===== src/rtl/cpu_pkg.sv =====
// Shared decode definitions for the CPU datapath: opcode operand-count
// ranges, the decode function and the operand collector state encoding.
package cpu_pkg;

    localparam logic [4:0] OPC2_LO   = 5'b00100;
    localparam logic [4:0] OPC2_HI   = 5'b01100;
    localparam logic [4:0] OPC1_LO   = 5'b01101;
    localparam logic [4:0] OPC1_HI   = 5'b10011;
    localparam logic [4:0] OPC1_EXCL = 5'b01110;
    localparam logic [4:0] OPC3_LO   = 5'b10100;
    localparam logic [4:0] OPC3_HI   = 5'b10111;

    typedef enum logic [1:0] {IDLE, COLLECT, HOLD} oc_state_e;

    function automatic logic [2:0] op_count(input logic [4:0] opc);
        logic [2:0] cnt;
        cnt = 3'd0;
        if (opc >= OPC2_LO && opc <= OPC2_HI)
            cnt = 3'd2;
        else if (opc >= OPC1_LO && opc <= OPC1_HI && opc != OPC1_EXCL)
            cnt = 3'd1;
        else if (opc >= OPC3_LO && opc <= OPC3_HI)
            cnt = 3'd3;
        return cnt;
    endfunction

endpackage


===== src/rtl/operand_slot_bank.sv =====
// MAX_OPS x DATA_W operand registers; clear wins over write so a new
// command or flush always starts from an all-zero bundle.
module operand_slot_bank #(
    parameter int DATA_W  = 8,
    parameter int MAX_OPS = 2,
    parameter int IDX_W   = 1
) (
    input  logic                      clk,
    input  logic                      rstn,
    input  logic                      clr_i,
    input  logic                      we_i,
    input  logic [IDX_W-1:0]          widx_i,
    input  logic [DATA_W-1:0]         din_i,
    output logic [MAX_OPS*DATA_W-1:0] ops_o
);

    logic [MAX_OPS-1:0][DATA_W-1:0] slot_q;

    for (genvar k = 0; k < MAX_OPS; k++) begin : g_slot
        always_ff @(posedge clk or negedge rstn) begin
            if (!rstn)
                slot_q[k] <= '0;
            else if (clr_i)
                slot_q[k] <= '0;
            else if (we_i && widx_i == IDX_W'(k))
                slot_q[k] <= din_i;
        end
    end

    assign ops_o = slot_q;

endmodule


===== src/rtl/operand_collector.sv =====
// Operand-gathering stage: decodes the operand count of a command, collects
// that many words from the data bus and presents them as one bundle.
module operand_collector
    import cpu_pkg::*;
#(
    parameter int DATA_W  = 8,
    parameter int MAX_OPS = 2,
    parameter int OPC_W   = 5
) (
    input  logic                      clk,
    input  logic                      rstn,
    input  logic                      cmd_valid,
    output logic                      cmd_ready,
    input  logic [OPC_W-1:0]          opcode,
    input  logic                      din_valid,
    output logic                      din_ready,
    input  logic [DATA_W-1:0]         din,
    input  logic                      flush,
    output logic [MAX_OPS*DATA_W-1:0] ops_out,
    output logic [2:0]                nops_out,
    output logic                      ops_valid,
    input  logic                      ops_ready,
    output logic                      busy
);

    localparam int IDX_W = (MAX_OPS > 1) ? $clog2(MAX_OPS) : 1;

    oc_state_e        state_q, state_d;
    logic [2:0]       n_q, n_d;
    logic [IDX_W-1:0] idx_q, idx_d;

    logic [2:0] cnt_raw, n_eff;
    logic       start, din_fire, last;

    assign cnt_raw  = op_count(5'(opcode));
    assign n_eff    = (cnt_raw > 3'(MAX_OPS)) ? 3'(MAX_OPS) : cnt_raw;
    // Zero-operand commands are consumed by the handshake but never start.
    assign start    = cmd_valid & cmd_ready & ~flush & (n_eff != 3'd0);
    assign din_fire = din_valid & din_ready & ~flush;
    assign last     = din_fire & (idx_q == IDX_W'(n_q - 3'd1));

    always_ff @(posedge clk or negedge rstn) begin
        if (!rstn) state_q <= IDLE;
        else       state_q <= state_d;
    end

    always_comb begin
        state_d = state_q;
        case (state_q)
            IDLE:    if (start) state_d = COLLECT;
            COLLECT: if (last)  state_d = HOLD;
            HOLD:    if (ops_ready) state_d = start ? COLLECT : IDLE;
            default: state_d = IDLE;
        endcase
        if (flush) state_d = IDLE;
    end

    always_comb begin
        cmd_ready = 1'b0;
        din_ready = 1'b0;
        ops_valid = 1'b0;
        busy      = 1'b1;
        nops_out  = 3'd0;
        case (state_q)
            IDLE: begin
                cmd_ready = 1'b1;
                busy      = 1'b0;
            end
            COLLECT: din_ready = 1'b1;
            HOLD: begin
                ops_valid = 1'b1;
                cmd_ready = ops_ready;
                nops_out  = n_q;
            end
            default: busy = 1'b0;
        endcase
    end

    always_comb begin
        n_d   = n_q;
        idx_d = idx_q;
        if (flush) begin
            n_d   = 3'd0;
            idx_d = '0;
        end else if (start) begin
            n_d   = n_eff;
            idx_d = '0;
        end else if (din_fire) begin
            idx_d = idx_q + IDX_W'(1);
        end
    end

    always_ff @(posedge clk or negedge rstn) begin
        if (!rstn) begin
            n_q   <= 3'd0;
            idx_q <= '0;
        end else begin
            n_q   <= n_d;
            idx_q <= idx_d;
        end
    end

    operand_slot_bank #(
        .DATA_W  (DATA_W),
        .MAX_OPS (MAX_OPS),
        .IDX_W   (IDX_W)
    ) u_bank (
        .clk    (clk),
        .rstn   (rstn),
        .clr_i  (flush | start),
        .we_i   (din_fire),
        .widx_i (idx_q),
        .din_i  (din),
        .ops_o  (ops_out)
    );

endmodule

===== config.mk =====
export PLATFORM = sky130hd
export DESIGN_NAME = operand_collector
export DESIGN_NICKNAME = d
export VERILOG_FILES = /design/src/rtl/cpu_pkg.sv /design/src/rtl/operand_slot_bank.sv /design/src/rtl/operand_collector.sv
export SDC_FILE = /design/constraint.sdc
export NUM_CORES = 1
export LEC_CHECK = 0
export ABC_AREA = 1
export CAP_MARGIN = 5
export CORE_ASPECT_RATIO = 2
export CORE_MARGIN = 5
export CORE_UTILIZATION = 37
export DETAILED_ROUTE_END_ITERATION = 10
export DONT_BUFFER_PORTS = 1
export GPL_ROUTABILITY_DRIVEN = 1
export MAX_ROUTING_LAYER = met4
export PLACE_DENSITY = 0.56
export SLEW_MARGIN = 20
export SYNTH_ARGS = -nofsm -noshare
export SYNTH_HDL_FRONTEND = slang
export SYNTH_SLANG_ARGS = --single-unit

===== constraint.sdc =====
create_clock -name clk -period 2.9 [get_ports clk]
set_input_delay 0.58 -clock clk [delete_from_list [all_inputs] [get_ports clk]]
set_output_delay 0.58 -clock clk [all_outputs]
set_load 0.02 [all_outputs]

==> out/results.txt <==
The run finished with clean final reports. The combined global-route utilization of all metal layers was 0.125. The tools report the die footprint as 4450 um2. Setup repair after global routing left no endpoint under its margin.

Total length of routed wires: 2510 um. Number of buffers added to fix hold violations after cts: 0. The run gives 974 as the number of global-route vias before repair.

The number of antenna violations at the first check in global routing is 0, and the worst hold path stage count is 3. The initialized floorplan defines 29 standard-cell rows. The average instance area after synthesis is 7.75 um2, and the number of distinct standard cells referenced by the synthesized netlist is 24. Share of cells above drive strength 1: 0.162. The run gives 938 ps as the worst-case setup slack after placement.

In this design, the stage delay of the slowest critical-path cell is 430 ps. No sink is reached through more buffers than the 2 on the longest clock path. The routed wire length per instance was 13.6 um; the floorplan core area was 3120 um2. Synthesis produced a netlist whose cell count is 151. The worst path setup slack after routing is 858 ps, and the total DRC errors in the routed layout is 0. Sum of net half-perimeters after detailed placement: 2130 um.

Clock skew on the completed layout was measured at 5.13 ps. STA classifies the critical path startpoint as a flip-flop. The data required time at the worst endpoint is 2320 ps.

For the total via count in the routed design, the log shows 923. The boundary pin count was 42; the maximum fanout along the worst path was 6. Counting cells, the worst reg-to-reg path comes to 11.

The logs give 4 for the number of search-and-repair iterations in the first detailed-routing pass and 0 for the number of inserted diodes. The detailed router finished its first iteration with 32 violations. The run gives 0.375 as the initial core utilization. The per-cell via count in the routed design is 4.99. The hold path startpoint was flush. The final worst-path cycle share was 0.704.

The remaining antenna violation count after routing is 0. The register-to-register setup slack came out at 950 ps. The worst setup path is captured at an output port. The tools report the deepest level of the CTS H-tree as 1.

Max-slew violation total from the final report: 0. The tightest min-delay check is of the in2reg type. The wire length of the first global-routing pass is 4270 um, and the total clock sinks is 21. For this design the ratio of total power to cell area is 641 nW/um2. The signal on the critical path passes through inv_1 > ha_1 > a21oi_2 > inv_1.

Final count of hold timing violations: 0. In this run, CTS created clock tree buffers numbering 3. Type of the worst setup path: reg2out.

Routability-driven placement finished with a final weighted congestion of 0.751. The floorplan die height is 89.5 um, and the relative max-transition margin is 0.381. Clock-pin slew was measured on the worst setup and hold paths at 70 ps. By area the synthesized netlist is led by dfrtp_1, nand2_1, inv_1, ha_1, nand2_2. The largest total area in the synthesized netlist belongs to dfrtp_1.

Number of nets in the finished design: 179. Input and output buffers added on the ports amount to 0. The run gives 0 as the buffer count from post-CTS setup fixing. The worst hold path terminates at state_q[0]. Yosys printed 0 warnings. Cell with the largest stage delay on the worst path: dfrtp_1. From synthesis to final layout, the design area changed by 6.52%.

The post-route minimum period works out to 2040 ps. Derived from the worst setup path, the maximum achievable clock frequency is 490 MHz. The number of synthesized register bits was 21. Share of Yosys cell area claimed by the top area cell type: 0.449. The worst register-to-register path ends at u_bank.ops_o[7]. In this run the cell area of the synthesized design comes to 1170 um2.

Maximum number of pins on one net before global-route repair: 22. After synthesis, the most frequently instantiated cells are nand2_1, dfrtp_1, inv_1, nor2_1, nand2_2. Data arrives at the worst endpoint at 1460 ps. The logs give 0 for the residual overflow from global routing and 175 for the synthesized netlist net count. The number of flops mapped to enable cells by yosys came out at 0. nand2_1 is the most common cell in the netlist.

The most used flip-flop cell after synthesis is dfrtp_1. The root buffer cell chosen for the clock tree is clkbuf_8. For the sequential element share of the synthesized area, the log shows 0.449. Across the run, the number of max-cap violations was 0. The setup TNS was 0 ps; the static leakage was 0.000727 uW. The worst flop-to-flop path startpoint is state_q[0].

TritonCTS built the clock tree. IR analysis of the VDD net gives a maximum drop of 253 uV. Clock latency on the worst-skew pair, taken at its later pin, is 260 ps. Gates resized during post-CTS repair numbered 0. The final setup violation count is 0, and the proportion of register bits with asynchronous set or reset after synthesis is 1.00. The transition time at the pin with the least slew margin was 926 ps. The cell that appears most often on the critical path is inv_1. The horizontal die dimension was 49.8 um.
==> registers in the layout (all words and copies together) (netlist names) <==
signal and count:
idx_q 1, n_q 2, state_q 2, u_bank.ops_o 16
==> cells by family (layout without fill, tap and decap cells) <==
group	count (synthesis)	after routing	synth area share
adder cells (fa/ha/maj)	5	5	0.0535
AO/OA/AOI/OAI	7	7	0.0428
flip-flops	21	21	0.449
AND/OR/NAND/NOR	94	94	0.366
buffers and inverters	23	26	0.0856
other	1	1	0.00321
==> routing by layer <==
layer	up-vias	wire [um]	global-route usage	share of wire
li1	457	-	-	-
met1	429	862	0.121	0.34
met2	33	1410	0.235	0.56
met3	4	205	0.0334	0.082
met4	0	31	0.0358	0.012
met5	-	0	-	0
==> how the worst max path moves through the flow <==
stage	depth (start not counted)	endpoint	slack, ps	start
after floorplan	11	idx_q	1160	state_q[0]
after global placement	11	u_bank.ops_o[6]	1020	state_q[0]
after detailed placement	11	u_bank.ops_o[1]	940	state_q[0]
after CTS	4	cmd_ready	840	state_q[0]
after global routing	11	u_bank.ops_o[3]	710	state_q[0]
final	4	cmd_ready	860	state_q[0]
==> metrics by stage <==
step | cells | util | total power (uW) | hold WS, ps | instance area [um2]
floorplan | 151 | - | 574 | 284 | 1170
global placement | 180 | 0.381 | 609 | 285 | 1190
detailed placement | 180 | 0.381 | 616 | 285 | 1190
CTS | 184 | 0.396 | 805 | 0.834 | 1240
global route | 185 | 0.399 | 859 | 524 | 1250
finish | 185 | 0.399 | 798 | 497 | 1250
==> worst max-delay path: cells and delay by family, from the launching register on <==
family          cells  cell delay, ps
fa+ha+maj           1             390
compound gates      1             120
buf+inv             2             270
flops               1             430
==> layout by cell type, fill, tap and decap left out, types with 2 or more instances in the layout <==
master | Yosys | routed
nand2_2 | 6 | 6
inv_1 | 18 | 18
ha_1 | 5 | 5
o21ai_1 | 2 | 2
nand2_1 | 67 | 67
clkbuf_8 | 0 | 3
nor2_2 | 5 | 5
dfrtp_1 | 21 | 21
nor2_1 | 9 | 9
inv_2 | 2 | 2
nand3_2 | 2 | 2
==> cell type report <==
class | instances | area, um2
fillers | 325 | 1870
multi-input cells | 107 | 544
flip-flops and latches | 21 | 526
inverters | 21 | 81.3
clock buffers | 3 | 41.3
well taps | 31 | 38.8
repair buffers | 1 | 10.0
clock inverters | 1 | 5.00
==> where the power goes <==
part           internal [uW]  total [uW]  switching [uW]
clock                   95.6         187            91.8
combinational           76.9         258             181
sequential               318         354            35.9
(Power assumes the default switching activity.)
